File: config.mk
export PLATFORM = sky130hd
export DESIGN_NAME = ltl_symbol_streamer_flat
export DESIGN_NICKNAME = d
export VERILOG_FILES = /design/src/rtl/ltl_mon_pkg.sv /design/src/rtl/ltl_symbol_streamer_if.sv /design/src/rtl/ltl_sym_fifo.sv /design/src/rtl/ltl_symbol_streamer.sv /design/src/flat_wrapper.sv
export SDC_FILE = /design/constraint.sdc
export NUM_CORES = 1
export LEC_CHECK = 0
export BUFFER_PORTS_ARGS = -buffer_cell sky130_fd_sc_hd__buf_2
export CORE_MARGIN = 3
export CORE_UTILIZATION = 53
export CTS_CLUSTER_DIAMETER = 200
export DETAILED_ROUTE_END_ITERATION = 7
export PLACE_DENSITY = 0.75
export SLEW_MARGIN = 10
export SYNTH_ARGS = -nofsm -noshare
export SYNTH_HDL_FRONTEND = slang
export SYNTH_SLANG_ARGS = --single-unit
File: constraint.sdc
create_clock -name clk -period 2.7 [get_ports clk]
set_clock_uncertainty 0.1 [all_clocks]
set_input_delay 0.27 -clock clk [delete_from_list [all_inputs] [get_ports clk]]
set_output_delay 0.27 -clock clk [all_outputs]
set_load 0.03 [all_outputs]
File: src/rtl/ltl_mon_pkg.sv
// Shared types for the LTL monitor symbol path: symbol width/type and the
// streamer state encoding, plus the predicate-to-symbol packing rule.
package ltl_mon_pkg;

    localparam int SYM_W = 8;

    typedef logic [SYM_W-1:0] sym_t;

    typedef enum logic [1:0] {
        ST_IDLE,
        ST_ARST,
        ST_STREAM,
        ST_DRAIN
    } stream_state_e;

    // Monitor alphabets are 7 bits wide; the MSB of every symbol is reserved as zero.
    function automatic sym_t pred_to_sym(input logic [6:0] pred);
        return {1'b0, pred};
    endfunction

endpackage

File: src/rtl/ltl_symbol_streamer_if.sv
// Event handshake from the predicate extractor plus the symbol/run/reset
// lines fanned out to the monitor clusters.
interface ltl_symbol_streamer_if #(
    parameter int PRED_W = 7
);
    import ltl_mon_pkg::*;

    logic              ev_valid;
    logic              ev_ready;
    logic [PRED_W-1:0] ev_pred;
    sym_t              symbols;
    logic              run;
    logic              am_reset;

    // master is the event producer / symbol consumer, slave is the streamer itself
    modport master (
        output ev_valid,
        output ev_pred,
        input  ev_ready,
        input  symbols,
        input  run,
        input  am_reset
    );

    modport slave (
        input  ev_valid,
        input  ev_pred,
        output ev_ready,
        output symbols,
        output run,
        output am_reset
    );

endinterface

File: src/rtl/ltl_sym_fifo.sv
// Small synchronous symbol FIFO with flush; full/empty come straight from the
// registered occupancy count so they are stable for the whole cycle.
module ltl_sym_fifo
    import ltl_mon_pkg::*;
#(
    parameter int DEPTH = 8
) (
    input  logic clk,
    input  logic reset_n,
    input  logic flush,
    input  logic push,
    input  sym_t wdata,
    input  logic pop,
    output sym_t rdata,
    output logic full,
    output logic empty
);

    localparam int AW = $clog2(DEPTH);

    sym_t          mem [DEPTH];
    logic [AW-1:0] wr_ptr;
    logic [AW-1:0] rd_ptr;
    logic [AW:0]   count;
    logic          do_push;
    logic          do_pop;

    assign full    = (count == (AW+1)'(DEPTH));
    assign empty   = (count == '0);
    assign do_push = push && !full && !flush;
    assign do_pop  = pop && !empty && !flush;
    assign rdata   = mem[rd_ptr];

    // Pointers wrap naturally because DEPTH is a power of two.
    always_ff @(posedge clk or negedge reset_n) begin
        if (!reset_n) begin
            wr_ptr <= '0;
            rd_ptr <= '0;
            count  <= '0;
        end else if (flush) begin
            wr_ptr <= '0;
            rd_ptr <= '0;
            count  <= '0;
        end else begin
            if (do_push) wr_ptr <= wr_ptr + AW'(1);
            if (do_pop)  rd_ptr <= rd_ptr + AW'(1);
            if (do_push && !do_pop)      count <= count + (AW+1)'(1);
            else if (do_pop && !do_push) count <= count - (AW+1)'(1);
        end
    end

    always_ff @(posedge clk) begin
        if (do_push) mem[wr_ptr] <= wdata;
    end

endmodule

File: src/rtl/ltl_symbol_streamer.sv
// Packs commit-stage predicate events into monitor symbols, buffers them, and
// frames each trace with an automata reset pulse before streaming.
module ltl_symbol_streamer
    import ltl_mon_pkg::*;
#(
    parameter int PRED_W     = 7,
    parameter int FIFO_DEPTH = 8,
    parameter int RST_CYCLES = 2,
    parameter int DEDUP      = 0
) (
    input  logic                  clk,
    input  logic                  reset_n,
    input  logic                  trace_start,
    input  logic                  trace_stop,
    ltl_symbol_streamer_if.slave  bus,
    output logic                  busy,
    output logic [15:0]           overflow_cnt
);

    localparam int CNT_W = $clog2(RST_CYCLES) + 1;

    stream_state_e state;
    logic [CNT_W-1:0] rst_cnt;
    sym_t  sym_in;
    sym_t  last_sym;
    logic  last_ok;
    sym_t  fifo_head;
    logic  fifo_full;
    logic  fifo_empty;
    logic  fifo_flush;
    logic  accept;
    logic  dup;
    logic  write;
    logic  issue;

    assign sym_in     = pred_to_sym(bus.ev_pred[6:0]);
    assign bus.ev_ready = (state == ST_STREAM) && !fifo_full;
    assign busy       = (state != ST_IDLE);
    assign accept     = bus.ev_valid && bus.ev_ready;
    assign dup        = (DEDUP != 0) && last_ok && (sym_in == last_sym);
    assign write      = accept && !dup;
    assign fifo_flush = trace_start || (state == ST_ARST);
    // A restart discards whatever is queued, so nothing is issued on that edge.
    assign issue      = ((state == ST_STREAM) || (state == ST_DRAIN)) && !fifo_empty && !trace_start;

    ltl_sym_fifo #(
        .DEPTH (FIFO_DEPTH)
    ) u_fifo (
        .clk     (clk),
        .reset_n (reset_n),
        .flush   (fifo_flush),
        .push    (write),
        .wdata   (sym_in),
        .pop     (issue),
        .rdata   (fifo_head),
        .full    (fifo_full),
        .empty   (fifo_empty)
    );

    // Trace framing FSM with registered symbol/run/am_reset outputs and dedup history.
    always_ff @(posedge clk or negedge reset_n) begin
        if (!reset_n) begin
            state        <= ST_IDLE;
            rst_cnt      <= '0;
            bus.am_reset <= 1'b1;
            bus.run      <= 1'b0;
            bus.symbols  <= '0;
            last_sym     <= '0;
            last_ok      <= 1'b0;
        end else begin
            bus.run <= issue;
            if (issue) bus.symbols <= fifo_head;
            if (write) begin
                last_sym <= sym_in;
                last_ok  <= 1'b1;
            end
            if (trace_start) begin
                state        <= ST_ARST;
                rst_cnt      <= '0;
                bus.am_reset <= 1'b1;
                last_ok      <= 1'b0;
            end else begin
                case (state)
                    ST_IDLE: ;
                    ST_ARST: begin
                        last_ok <= 1'b0;
                        // Leaving ARST with an empty FIFO guarantees a full idle cycle before the first run.
                        if (rst_cnt == CNT_W'(RST_CYCLES - 1)) begin
                            state        <= ST_STREAM;
                            bus.am_reset <= 1'b0;
                        end else begin
                            rst_cnt <= rst_cnt + CNT_W'(1);
                        end
                    end
                    ST_STREAM: if (trace_stop) state <= ST_DRAIN;
                    ST_DRAIN: begin
                        if (fifo_empty) begin
                            state        <= ST_IDLE;
                            bus.am_reset <= 1'b1;
                        end
                    end
                    default: state <= ST_IDLE;
                endcase
            end
        end
    end

    // Dropped-event counter survives trace restarts; only reset_n clears it.
    always_ff @(posedge clk or negedge reset_n) begin
        if (!reset_n) begin
            overflow_cnt <= '0;
        end else if ((state == ST_STREAM) && bus.ev_valid && !bus.ev_ready
                     && (overflow_cnt != 16'hFFFF)) begin
            overflow_cnt <= overflow_cnt + 16'd1;
        end
    end

endmodule

File: src/flat_wrapper.sv
// flat-port wrapper written by rule: the top's interface ports become plain ports
module ltl_symbol_streamer_flat import ltl_mon_pkg::*;
#(
    parameter int PRED_W     = 7,
    parameter int FIFO_DEPTH = 8,
    parameter int RST_CYCLES = 2,
    parameter int DEDUP      = 0
)
  (clk, reset_n, trace_start, trace_stop, busy, overflow_cnt, bus_ev_valid, bus_ev_pred, bus_ev_ready, bus_symbols, bus_run, bus_am_reset);
  ltl_symbol_streamer_if #(.PRED_W(PRED_W)) bus_i ();
  input  logic clk;
  input  logic reset_n;
  input  logic trace_start;
  input  logic trace_stop;
  output logic busy;
  output logic [15:0] overflow_cnt;
  input wire logic [$bits(bus_i.ev_valid)-1:0] bus_ev_valid;
  input wire logic [$bits(bus_i.ev_pred)-1:0] bus_ev_pred;
  output wire logic [$bits(bus_i.ev_ready)-1:0] bus_ev_ready;
  output wire logic [$bits(bus_i.symbols)-1:0] bus_symbols;
  output wire logic [$bits(bus_i.run)-1:0] bus_run;
  output wire logic [$bits(bus_i.am_reset)-1:0] bus_am_reset;
  assign bus_i.ev_valid = bus_ev_valid;
  assign bus_i.ev_pred = bus_ev_pred;
  assign bus_ev_ready = bus_i.ev_ready;
  assign bus_symbols = bus_i.symbols;
  assign bus_run = bus_i.run;
  assign bus_am_reset = bus_i.am_reset;
  ltl_symbol_streamer #(.PRED_W(PRED_W), .FIFO_DEPTH(FIFO_DEPTH), .RST_CYCLES(RST_CYCLES), .DEDUP(DEDUP)) u_core (.clk(clk), .reset_n(reset_n), .trace_start(trace_start), .trace_stop(trace_stop), .bus(bus_i), .busy(busy), .overflow_cnt(overflow_cnt));
endmodule
==> impl_metrics.py <==
metrics = {
    "run_status": {
        "status": "complete, no violations",
    },
    "route": {
        "via_per_inst": 5.542,
        "first_iter_violations": 160,
        "num_vias": 2544,
        "drtAntennaViolNets": 0,
        "routedWlPerCell_um": 16.32,
        "drt_first_pass_iters": 4,
        "drc": 0,
        "wirelength_mm": 7.490,
    },
    "critical_path": {
        "worstSetupStartpointType": "register",
        "slowest_stage": "dfrtp_1",
        "cp.arrival_ps": 2700,
        "cp-end-kind": "register",
        "cpMostUsedCell": "ha_4",
        "critPathMaxStageDelay_ps": 440,
        "crit_fanout": 3,
        "cp.required_ps": 2890,
        "path_cells": "ha_4 > or2_4 > nor3_4 > ha_4 > inv_2 > ha_4 > a21o_2 > a21oi_2 > mux2i_1 > mux2i_1",
        "critPathKind": "register to register",
    },
    "placement": {
        "dp_hpwl_mm": 5.052,
        "dp_slack_ps": 73.30,
        "place.gp.congestion": 0.8222,
        "port_buffers": 38,
        "placed_area_mm2": 0.004651,
    },
    "hold_path": {
        "hold_path.class": "input port to register",
    },
    "finish": {
        "final_area_mm2": 0.004918,
        "final_nets": 379,
        "final_layout_size_suffix_gt1_share_pct": 32.22,
        "multi_input_area_mm2": 0.001560,
        "fillers": 578,
        "final_util_pct": 66.05,
        "final-seq-area_mm2": 0.002659,
        "syn_to_final_growth_pct": 17.41,
        "n_antenna_cell": 0,
    },
    "synth": {
        "seq_area_frac_synth_pct": 63.47,
        "ys_types": 46,
        "avgSynthCellArea_um2": 14.15,
        "async_reset_ff_share_pct": 41.05,
        "synthFlopType": "edfxtp_1",
        "ys_ff_latch": 95,
        "synth_area_leaders": "edfxtp_1 40%, dfrtp_1 23%, mux4_2 7.5%",
        "synth-edff-count": 56,
        "synth_top_cell_by_area": "edfxtp_1",
        "yosys_warnings": 0,
        "netlist_instances": 296,
        "synth_area_mm2": 0.004189,
        "syn_nets": 320,
        "synth_top_area_share_pct": 40.14,
    },
    "die": {
        "die_y_um": 94.91,
        "start_util_pct": 56.25,
        "die-width_um": 94.91,
        "boundaryPins": 40,
        "core.rowCount": 31,
        "coreArea_mm2": 0.007447,
        "dieArea_mm2": 0.009007,
    },
    "sta": {
        "worst_pin_slew_ps": 872.3,
        "rsz0062_at_grt": "false",
        "worst_slack_ps": 182.6,
        "hold_viol": 0,
        "finalSetupTns_ps": 0,
        "setup_viol": 0,
        "maxSlewViolCount": 0,
        "max_freq_ghz": 0.3972,
        "period_needed_ps": 2517,
        "max-slew-margin-rel_pct": 41.85,
        "period_share_pct": 93.24,
    },
    "clock_network": {
        "cts_sinks": 95,
        "path_clk_slew_ps": 90,
        "root_buffer": "clkbuf_8",
        "cts_tree": "yes",
        "numCtsBuffers": 9,
        "cts.htree.levels": 3,
        "clk_latency_ps": 360,
        "clockBufferDepth": 2,
    },
    "grt": {
        "grt_max_degree": 40,
        "grt_pass1_wl_mm": 12.43,
        "grt_usage_pct": 18.59,
        "overflow": 0,
        "grt_pass1_vias": 2433,
        "antenna_found_initial": 0,
    },
    "power_and_ir_drop": {
        "max-vdd-ir-drop_mv": 0.2874,
        "cellLeakagePower_nw": 1.897,
        "power_density_mw_per_mm2": 636.5,
    },
    "run": {
        "maxCapViolCount": 0,
    },
}
path summary, 6_finish.rpt:
check | from | endpoint | slack (ps) | cells past startpoint
worst max-delay path | u_core.state[0]$_DFFE_PN0P_ | u_core.u_fifo.count[3]$_DFFE_PN0P_ | 180 | 10
min in group asynchronous | reset_n | u_core.state[1]$_DFFE_PN0P_ | 470 | 2
max in group asynchronous | reset_n | u_core.overflow_cnt[4]$_DFFE_PN0P_ | 1490 | 2
worst min register to register | u_core.overflow_cnt[5]$_DFFE_PN0P_ | u_core.overflow_cnt[5]$_DFFE_PN0P_ | 400 | 1
worst max register to register | u_core.state[0]$_DFFE_PN0P_ | u_core.u_fifo.count[3]$_DFFE_PN0P_ | 180 | 10
worst min-delay path | bus_ev_pred[4] | u_core.u_fifo.mem[2][4]$_DFFE_PP_ | 80 | 1
per-stage QoR:
step	total power, mW	instances	hold WS, ps
2_1_floorplan	2.075	296	-125.6
3_3_place_gp	2.223	439	336.1
3_5_place_dp	2.237	439	345.0
4_1_cts	3.119	456	57.22
5_1_grt	3.289	459	77.81
6_report	3.131	459	75.07
final cells by class:
cell class / count / area share, %
Clock buffer: 10 / 2.798
Clock inverter: 6 / 1.018
Inverter: 10 / 0.7632
Multi-Input combinational cell: 180 / 31.72
Sequential cell: 95 / 54.06
Tap cell: 99 / 2.518
Timing Repair Buffer: 59 / 7.123
synthesized netlist by cell type, types with 2 or more instances:
| cell type | count |
|---|---|
| edfxtp_1 | 56 |
| dfrtp_1 | 38 |
| nor2_1 | 34 |
| a21oi_1 | 15 |
| mux4_2 | 14 |
| nand2_1 | 13 |
| ha_1 | 11 |
| mux2i_1 | 11 |
| xnor2_1 | 11 |
| inv_1 | 10 |
| nor3_1 | 8 |
| clkbuf_1 | 7 |
| xor2_1 | 7 |
| nand2b_1 | 6 |
| mux2_2 | 5 |
| nand3_1 | 4 |
| nor4_1 | 4 |
| o21ai_0 | 3 |
| a31oi_1 | 2 |
| and2_1 | 2 |
| and3_1 | 2 |
| and4_1 | 2 |
| buf_2 | 2 |
| nand4_1 | 2 |
| nand4b_1 | 2 |
| nor4b_1 | 2 |
| o2111ai_1 | 2 |
| o211ai_1 | 2 |
| or2_2 | 2 |
placed cells by master, fill, tap and decap left out, types with 3 or more instances in the layout:
| master | netlist | final |
|---|---|---|
| a21oi_1 | 15 | 14 |
| buf_2 | 2 | 38 |
| buf_4 | 1 | 20 |
| clkbuf_8 | 0 | 10 |
| dfrtp_1 | 38 | 38 |
| edfxtp_1 | 56 | 56 |
| ha_1 | 11 | 6 |
| ha_4 | 0 | 5 |
| inv_1 | 10 | 7 |
| inv_2 | 0 | 3 |
| mux2_2 | 5 | 5 |
| mux2i_1 | 11 | 11 |
| mux4_2 | 14 | 14 |
| nand2_1 | 13 | 13 |
| nand2b_1 | 6 | 6 |
| nand3_1 | 4 | 4 |
| nor2_1 | 34 | 33 |
| nor3_1 | 8 | 7 |
| nor4_1 | 4 | 3 |
| o21ai_0 | 3 | 3 |
| xnor2_1 | 11 | 11 |
| xor2_1 | 7 | 7 |
where the power goes:
| part | switching [mW] | total [mW] | internal, mW |
|---|---|---|---|
| clock | 0.504 | 0.877 | 0.373 |
| combinational | 0.365 | 0.612 | 0.247 |
| sequential | 0.0396 | 1.64 | 1.60 |
sequential cells by signal, indices dropped and copies added (netlist names), 2 cells and up:
signal and count:
u_core.u_fifo.mem 56, u_core.overflow_cnt 16, u_core.bus.symbols 7, u_core.u_fifo.count 4, u_core.u_fifo.rd_ptr 3, u_core.u_fifo.wr_ptr 3
u_core.rst_cnt 2, u_core.state 2
cell families (layout without fill, tap and decap cells):
group | Yosys count | in the layout | synth area share (%)
xor+xnor | 18 | 18 | 3.763
compound gates | 28 | 28 | 3.972
other cells | 1 | 1 | 0.08952
flops | 95 | 95 | 63.47
mux | 30 | 30 | 11.50
simple gates | 91 | 91 | 11.41
fa+ha+maj | 12 | 12 | 3.763
buf+inv | 21 | 85 | 2.031
layer usage:
layer	share of wire [%]	track usage, %	up-vias
met5	0	0	-
met4	1.2	7.212	0
met3	5.0	3.426	6
met2	49	27.48	70
met1	45	27.53	1255
li1	-	-	1213
critical path: cells and delay by family, from the launching register on:
family | cells | cell delay (ps)
buffers and inverters | 1 | 50
flip-flops | 1 | 440
AND/OR/NAND/NOR | 2 | 510
adder cells (fa/ha/maj) | 3 | 570
multiplexers | 2 | 430
AO/OA/AOI/OAI | 2 | 340
timing repair:
action,in CTS,in global routing
endpoints found under the hold margin,38,0
endpoints found under the setup margin,0,1
hold buffers,1,0
buffers inserted,0,3
resized for setup,0,7
Note: power is estimated with default switching activity, not from simulation.
